## src/rtl/pipe_stage_reg_pkg.sv

```systemverilog
// Shared types and default sizes for the pipeline stage register.
package pipe_stage_reg_pkg;

  // Occupancy state; the encoding doubles as the live-entry count.
  typedef enum logic [1:0] {
    OCC_EMPTY = 2'd0,
    OCC_ONE   = 2'd1,
    OCC_FULL  = 2'd2
  } occ_state_e;

  localparam int PSR_DATA_W = 64;
  localparam int PSR_CNT_W  = 8;

endpackage

```

## src/rtl/pipe_stage_reg_sat_counter.sv

```systemverilog
// Saturating counter that adds 0..2 per cycle and sticks at its maximum.
module sat_counter
  import pipe_stage_reg_pkg::*;
#(
  parameter int W = PSR_CNT_W
) (
  input  logic         clk,
  input  logic         rst,
  input  logic [1:0]   inc,
  output logic [W-1:0] cnt
);

  localparam int SW = W + 2;

  logic [W-1:0] cnt_q;
  logic [W-1:0] cnt_d;

  // Add in a wider domain so even a 1-bit counter cannot wrap before clamping.
  function automatic logic [W-1:0] sat_add(input logic [W-1:0] a, input logic [1:0] b);
    logic [SW-1:0] sum;
    logic [SW-1:0] lim;
    sum = SW'(a) + SW'(b);
    lim = SW'({W{1'b1}});
    if (sum > lim) begin
      return {W{1'b1}};
    end
    return sum[W-1:0];
  endfunction

  // Next count: saturating accumulate of the increment.
  always_comb begin
    cnt_d = sat_add(cnt_q, inc);
  end

  // Count register; reset clears without counting anything.
  always_ff @(posedge clk) begin
    if (rst) begin
      cnt_q <= '0;
    end else begin
      cnt_q <= cnt_d;
    end
  end

  assign cnt = cnt_q;

endmodule

```

## src/rtl/pipe_stage_reg.sv

```systemverilog
// Elastic pipeline stage: head register plus optional skid register,
// with freeze (stall), flush (discard) and a saturating flush-drop counter.
module pipe_stage_reg
  import pipe_stage_reg_pkg::*;
#(
  parameter int DATA_W  = PSR_DATA_W,
  parameter int SKID_EN = 1,
  parameter int CNT_W   = PSR_CNT_W
) (
  input  logic              clk,
  input  logic              rst,
  input  logic              freeze,
  input  logic              flush,
  input  logic              in_valid,
  input  logic [DATA_W-1:0] in_data,
  output logic              in_ready,
  output logic              out_valid,
  output logic [DATA_W-1:0] out_data,
  input  logic              out_ready,
  output logic [1:0]        occupancy,
  output logic [CNT_W-1:0]  drop_cnt
);

  occ_state_e        state_q;
  occ_state_e        state_d;
  logic [DATA_W-1:0] head_q;
  logic [DATA_W-1:0] head_d;
  logic [DATA_W-1:0] skid_q;
  logic [DATA_W-1:0] skid_d;
  logic              fire_in;
  logic              fire_out;
  logic [1:0]        drop_inc;

  // Handshake decode; in_ready never looks at in_valid.
  always_comb begin
    out_valid = (state_q != OCC_EMPTY);
    fire_out  = out_valid & out_ready & ~freeze & ~flush;
    if (SKID_EN != 0) begin
      in_ready = ~rst & ~freeze & ~flush & (state_q != OCC_FULL);
    end else begin
      // Single entry: only accept into an empty slot or one being vacated now.
      in_ready = ~rst & ~freeze & ~flush & ((state_q == OCC_EMPTY) | fire_out);
    end
    fire_in = in_valid & in_ready;
  end

  // Next-state and payload movement; freeze holds everything by blocking both fires.
  always_comb begin
    state_d = state_q;
    head_d  = head_q;
    skid_d  = skid_q;
    if (flush) begin
      state_d = OCC_EMPTY;
      head_d  = '0;
      skid_d  = '0;
    end else begin
      unique case (state_q)
        OCC_EMPTY: begin
          if (fire_in) begin
            state_d = OCC_ONE;
            head_d  = in_data;
          end
        end
        OCC_ONE: begin
          if (fire_in && fire_out) begin
            head_d = in_data;
          end else if (fire_out) begin
            state_d = OCC_EMPTY;
            head_d  = '0;
          end else if (fire_in && (SKID_EN != 0)) begin
            state_d = OCC_FULL;
            skid_d  = in_data;
          end
        end
        OCC_FULL: begin
          if (fire_out) begin
            state_d = OCC_ONE;
            head_d  = skid_q;
            skid_d  = '0;
          end
        end
        default: begin
          state_d = OCC_EMPTY;
          head_d  = '0;
          skid_d  = '0;
        end
      endcase
    end
  end

  // State and payload registers; reset wins over flush and freeze.
  always_ff @(posedge clk) begin
    if (rst) begin
      state_q <= OCC_EMPTY;
      head_q  <= '0;
      skid_q  <= '0;
    end else begin
      state_q <= state_d;
      head_q  <= head_d;
      skid_q  <= skid_d;
    end
  end

  assign out_data  = head_q;
  assign occupancy = state_q;
  assign drop_inc  = flush ? occupancy : 2'd0;

  sat_counter #(
    .W (CNT_W)
  ) u_drop_cnt (
    .clk (clk),
    .rst (rst),
    .inc (drop_inc),
    .cnt (drop_cnt)
  );

endmodule

```

## config.mk

```make
export PLATFORM = sky130hd
export DESIGN_NAME = pipe_stage_reg
export DESIGN_NICKNAME = d
export VERILOG_FILES = /design/src/rtl/pipe_stage_reg_pkg.sv /design/src/rtl/pipe_stage_reg_sat_counter.sv /design/src/rtl/pipe_stage_reg.sv
export SDC_FILE = /design/constraint.sdc
export NUM_CORES = 1
export LEC_CHECK = 0
export CAP_MARGIN = 20
export CORE_AREA = 2 2 111 113
export CTS_BUF_LIST = sky130_fd_sc_hd__clkbuf_4
export CTS_CLUSTER_SIZE = 12
export DETAILED_ROUTE_END_ITERATION = 8
export DIE_AREA = 0 0 113 115
export GPL_TIMING_DRIVEN = 0
export MAX_ROUTING_LAYER = met4
export PLACE_DENSITY = 0.86
export SYNTH_ARGS = -nofsm -noshare
export SYNTH_HDL_FRONTEND = slang
export SYNTH_SLANG_ARGS = --single-unit
```

## constraint.sdc

```tcl
create_clock -name clk -period 1.65 [get_ports clk]
set_input_delay 0.33 -clock clk [delete_from_list [all_inputs] [get_ports clk]]
set_output_delay 0.33 -clock clk [all_outputs]
set_load 0.02 [all_outputs]
```

==> results of run 1 <==
where the power goes:
group	leakage (nW)	switching, mW	total [mW]	internal, mW
Combinational	2.40	0.250	0.554	0.304
Clock	0.143	1.14	2.03	0.891
Sequential	1.12	0.0216	3.39	3.37
synthesized netlist by cell type, types with 2 or more instances:
| library cell | n | area, um^2 |
|---|---|---|
| a311oi_1 | 2 | 17.52 |
| and2_1 | 2 | 12.51 |
| dfxtp_1 | 138 | 2763 |
| nor2_1 | 4 | 15.01 |
| nand3_1 | 2 | 10.01 |
| nor3_1 | 2 | 10.01 |
| a21oi_1 | 10 | 50.05 |
| nor3_2 | 2 | 20.02 |
| o21a_1 | 2 | 15.01 |
| a21o_1 | 64 | 480.5 |
| a22o_1 | 128 | 1121 |
| buf_6 | 14 | 157.7 |
| inv_1 | 4 | 15.01 |
| o21ai_0 | 2 | 10.01 |
| ha_1 | 2 | 25.02 |
| or2_2 | 2 | 12.51 |
| nor2b_1 | 8 | 50.05 |
| xnor2_1 | 4 | 35.03 |
| buf_2 | 14 | 70.07 |
| buf_4 | 8 | 60.06 |
per-stage QoR:
stage | setup slack, ns | utilization, % | power (mW) | hold slack [ns]
floorplan | -0.02170 | - | 3.679 | 0.4495
global placement | -0.8437 | 56.98 | 3.981 | 0.4327
detailed placement | -0.9195 | 56.98 | 3.998 | 0.4379
CTS | -0.1630 | 60.47 | 6.016 | 0.1406
global route | -0.1708 | 60.87 | 6.208 | 0.1516
finish | -0.09832 | 60.87 | 5.975 | 0.2039
final cells by class:
type	count	area [um^2]	area share (%)
multi-input combinational	248	2103	29.26
timing repair buffer	165	1519	21.13
tap	147	183.9	2.558
buffer	36	345.3	4.803
sequential	138	2773	38.57
inverter	4	15.01	0.2088
clock buffer	19	142.6	1.984
clock inverter	12	107.6	1.497
routing by layer:
metal / global-route usage, % / part of all wire (%)
met5: - / 0
met4: 7.886 / 1.3
met3: 5.377 / 6.0
met2: 33.73 / 50
met1: 23.49 / 43
state kept, by name, summed over array words and instances (netlist names):
name            flops
occupancy           2
u_drop_cnt.cnt      8
out_data           64
skid_q             64
kinds of logic (layout without fill, tap and decap cells):
| group | after synthesis | after routing | share of synthesized area (%) |
|---|---|---|---|
| DFF | 138 | 138 | 54.45 |
| and+or+nand+nor | 30 | 30 | 3.798 |
| xor gates and xnor gates | 4 | 4 | 0.6904 |
| adders and majority gates | 3 | 3 | 0.8877 |
| AOI/OAI and AO/OA | 211 | 211 | 34.20 |
| buffers and inverters | 40 | 236 | 5.968 |
final timing paths:
kind	depth (start not counted)	endpoint	slack [ns]
setup / recovery	7	skid_q[24]	-0.1
hold / removal	3	occupancy[1]	0.20
setup reg to reg	8	u_drop_cnt.cnt[0]	-0.08
hold reg to reg	1	out_data[2]	0.45
worst max-delay path: cells and delay by family:
family,cells,cell delay (ns)
buffers and inverters,3,0.95
AND/OR/NAND/NOR,3,0.75
AO/OA/AOI/OAI,1,0.17
what timing repair did:
action	in CTS	in global routing
buffers inserted	17	3
hold buffers	1	0
setup endpoints to repair	211	147
pin swaps	8	6
gates resized for setup	121	30
hold endpoints to repair	8	0
gates cloned	1	0
==> results.sh, run 1 <==
export IMPL_status="finished, violations left"
export IMPL_violations="design-rule violations, negative setup slack"
export IMPL_min_path_type="in -> reg"
export IMPL_place_congestion=0.7857
export IMPL_core_area_mm2=0.01181
export IMPL_initial_core_util_pct=42.96
export IMPL_io_pins=146
export IMPL_critPathMaxStageDelay_ns=0.58
export IMPL_cts_root_buf="clkbuf_4"
export IMPL_htreeDepth=4
export IMPL_skew_ns=0.01521
export IMPL_dieArea_mm2=0.01300
export IMPL_cts_buffer_depth=2
export IMPL_ys_seq_area_share_pct=54.45
export IMPL_instances_no_fill=769
export IMPL_cts_tree="done"
export IMPL_crit_path_start="in_valid"
export IMPL_cap_violations=0
export IMPL_leakage_nw=3.657
export IMPL_final_cell_mix="dfxtp_1, a22o_1, clkdlybuf4s50_1"
export IMPL_fmaxAchievable_mhz=572.0
export IMPL_arrival_ns=2.20
export IMPL_layout_commonest_cell="dfxtp_1"
export IMPL_critical_path_class="in -> reg"
export IMPL_async_flop_share_pct=0
export IMPL_wirelength_mm=12.81
export IMPL_cp_required_ns=2.10
export IMPL_finalCritPeriodShare_pct=106.0
export IMPL_cp_end_kind="flip-flop"
export IMPL_grt_overflow=0
export IMPL_drt_iter0_markers=227
export IMPL_tns_ns=-4.502
export IMPL_die_w_um=113
export IMPL_ys_types=32
export IMPL_drive_above_1_share_pct=19.13
export IMPL_setup_viol=69
export IMPL_fillCellCount=986
export IMPL_critPathMaxFanout=10
export IMPL_grt_usage_pct=20.27
export IMPL_fin_crit_ns=1.748
export IMPL_cts_buffers=17
export IMPL_vdd_drop_max_uv=481.6
export IMPL_num_vias=4210
export IMPL_grt_pass1_vias=4305
export IMPL_final_antenna_net_count=0
export IMPL_final_hold_viol_count=0
export IMPL_min_from="freeze"
export IMPL_final_nets=683
export IMPL_drc_errors=12
export IMPL_clk_latency_ns=0.52
export IMPL_r2r_start="occupancy[0]"
export IMPL_drt_pass1_iter_count=7
export IMPL_grt_pass1_wl_mm=20.49
export IMPL_rsz0062_at_grt="true"
export IMPL_clkTransAtPathRegs_ns=0.10
export IMPL_netlist_area_mm2=0.005074
export IMPL_worst_slack_ns=-0.09832
export IMPL_dp_cells=716
export IMPL_avgSynthCellArea_um2=11.91
export IMPL_ys_warn_count=0
export IMPL_syn2layout_area_growth_pct=41.70
export IMPL_grt_max_degree=17
export IMPL_synth_edf_count=0
export IMPL_vias_per_cell=5.475
export IMPL_die_h_um=115
export IMPL_cts_num_sinks=138
export IMPL_antenna_found_initial=0
export IMPL_powerDensity_mw_per_mm2=831.1
export IMPL_numPortBuffers=143
export IMPL_startpoint_type="input pin"
export IMPL_syn_inst=426
export IMPL_routedWlPerCell_um=16.66
export IMPL_crit_chain="clkdlybuf4s50_1 > nor2b_1 > nand3_1 > nor3_4 > buf_12 > buf_2 > a22o_1"
export IMPL_slew_headroom_pct=76.69
export IMPL_syn_nets=499
export IMPL_worst_pin_slew_ns=0.3485
export IMPL_dpl_instance_area_mm2=0.006730
export IMPL_yosys_register_bits=138
export IMPL_final_area_mm2=0.007189
export IMPL_cp_slowest_cell="clkdlybuf4s50_1"
export IMPL_synth_top_flop_cell="dfxtp_1"
export IMPL_antennaDiodeCount=0
export IMPL_hpwl_mm=8.751
export IMPL_slew_viol_final=0
export IMPL_num_rows=40
Power figures use the tool's default switching activity.
==> inputs of run 2 (changes only) <==
Settings changed: CTS_CLUSTER_DIAMETER set to 120, HOLD_SLACK_MARGIN set to 0.15.
==> results.sh, run 2 (synthesis results as in run 1) <==
export IMPL_final_area_mm2=0.007311
export IMPL_finalCritPeriodShare_pct=106.3
export IMPL_io_pins=146
export IMPL_fmaxAchievable_mhz=570.3
export IMPL_utilization_pct=61.90
export IMPL_r2r_start="occupancy[0]"
export IMPL_hpwl_mm=8.751
export IMPL_final_nets=691
export IMPL_final_antenna_net_count=0
export IMPL_cts_root_buf="clkbuf_4"
export IMPL_grt_pass1_vias=4310
export IMPL_power_mw=6.020
export IMPL_drt_iter0_markers=210
export IMPL_critPathMaxStageDelay_ns=0.36
export IMPL_status="finished, violations left"
export IMPL_grt_max_degree=17
export IMPL_die_w_um=113
export IMPL_leakage_nw=3.720
export IMPL_drt_pass1_iter_count=6
export IMPL_cp_required_ns=2.05
export IMPL_cp_depth=8
export IMPL_slew_headroom_pct=75.90
export IMPL_fin_crit_ns=1.753
export IMPL_crit_family="adder cells"
export IMPL_antennaDiodeCount=0
export IMPL_drive_above_1_share_pct=20.16
export IMPL_ff_latch_area_mm2=0.002773
export IMPL_holdWs_ns=0.2251
export IMPL_worstReg2RegEnd="u_drop_cnt.cnt[0]"
export IMPL_dp_cells=716
export IMPL_htreeDepth=4
export IMPL_cap_violations=0
export IMPL_grt_usage_pct=20.27
export IMPL_preCtsSetupSlack_ns=-0.9195
export IMPL_grt_overflow=0
export IMPL_reg2reg_depth=8
export IMPL_dpl_instance_area_mm2=0.006730
export IMPL_instances_no_fill=777
export IMPL_vdd_drop_max_uv=482.7
export IMPL_final_hold_viol_count=0
export IMPL_skew_ns=0.01660
export IMPL_cts_buffer_depth=2
export IMPL_crit_path_start="occupancy[0]"
export IMPL_rsz0062_at_grt="true"
export IMPL_crit_path_end="u_drop_cnt.cnt[0]"
export IMPL_cp_end_kind="flip-flop"
export IMPL_vias_per_cell=5.440
export IMPL_critical_path_class="reg -> reg"
export IMPL_crit_chain="buf_6 > and2_4 > ha_4 > fa_2 > inv_2 > nor2_4 > nand4_1 > a21oi_1"
export IMPL_cp_slowest_cell="dfxtp_4"
export IMPL_clkTransAtPathRegs_ns=0.11
export IMPL_worst_slack_ns=-0.1035
export IMPL_final_cell_mix="dfxtp_1, a22o_1, clkdlybuf4s50_1"
export IMPL_routedWlPerCell_um=16.94
export IMPL_tns_ns=-0.6706
export IMPL_arrival_ns=2.16
export IMPL_multi_input_area_mm2=0.002108
export IMPL_fillCellCount=969
export IMPL_critPathMaxFanout=6
export IMPL_initial_core_util_pct=42.96
export IMPL_num_vias=4227
export IMPL_reg2reg_slack_ns=-0.10
export IMPL_antenna_found_initial=0
export IMPL_grt_pass1_wl_mm=20.49
export IMPL_startpoint_type="flip-flop"
export IMPL_core_area_mm2=0.01181
export IMPL_layout_commonest_cell="dfxtp_1"
export IMPL_powerDensity_mw_per_mm2=823.4
export IMPL_num_rows=40
export IMPL_violations="design-rule violations, negative setup slack"
export IMPL_clk_latency_ns=0.52
export IMPL_drc_errors=12
export IMPL_worst_pin_slew_ns=0.3605
export IMPL_place_congestion=0.7857
export IMPL_numPortBuffers=143
export IMPL_die_h_um=115
export IMPL_cp_num_buf_inv=2
export IMPL_cts_tree="done"
export IMPL_wirelength_mm=13.16
export IMPL_dieArea_mm2=0.01300
export IMPL_setup_viol=13
export IMPL_syn2layout_area_growth_pct=44.09
export IMPL_cts_buffers=17
export IMPL_min_path_type="in -> reg"
export IMPL_cts_num_sinks=138
export IMPL_slew_viol_final=0
-- run 2: tightest hold or removal path: stages --
cell     delay, ns
buf_4         0.18
or3_1         0.14
a21oi_1       0.06
-- run 2: report_power, final --
group          switching, mW  total, mW  internal (mW)
Clock                   1.15       2.04          0.891
Sequential            0.0215       3.39           3.37
Combinational          0.260      0.588          0.328
-- run 2: worst min path at each step --
stage | from | end | cells after the start
CTS | freeze | occupancy[0] | 3
global placement | out_data[57] | out_data[57] | 1
finish | freeze | occupancy[0] | 3
floorplan | skid_q[10] | skid_q[10] | 1
global route | freeze | occupancy[0] | 3
detailed placement | out_data[2] | out_data[2] | 1
-- run 2: area by class of cell --
cell class	count	area share (%)
Sequential cell	138	37.93
Multi-Input combinational cell	248	28.84
Timing Repair Buffer	173	22.23
Buffer	36	4.861
Tap cell	147	2.516
Clock buffer	19	1.951
Clock inverter	12	1.472
Inverter	4	0.2054
-- run 2: timing repair --
action | 4_1_cts | 5_1_grt
endpoints found under the hold margin | 9 | 0
cloned | 1 | 4
pin swaps | 8 | 25
setup buffers | 17 | 6
gates resized for setup | 121 | 43
hold buffers | 2 | 0
setup endpoints to repair | 211 | 147
-- run 2: layer usage --
layer,share of wire (%),wire length [um],global-route usage (%),vias to the layer above
met5,0,0,-,-
met4,1.6,211,7.886,0
met3,5.8,763,5.377,19
met2,49,6493,33.73,132
met1,43,5691,23.49,2059
li1,-,-,-,2017
==> inputs of run 3 (changes only) <==
Settings changed: GPL_ROUTABILITY_DRIVEN set to 0.
==> results of run 3 <==
Final layout, timing and power as in run 2 (identical DEF).
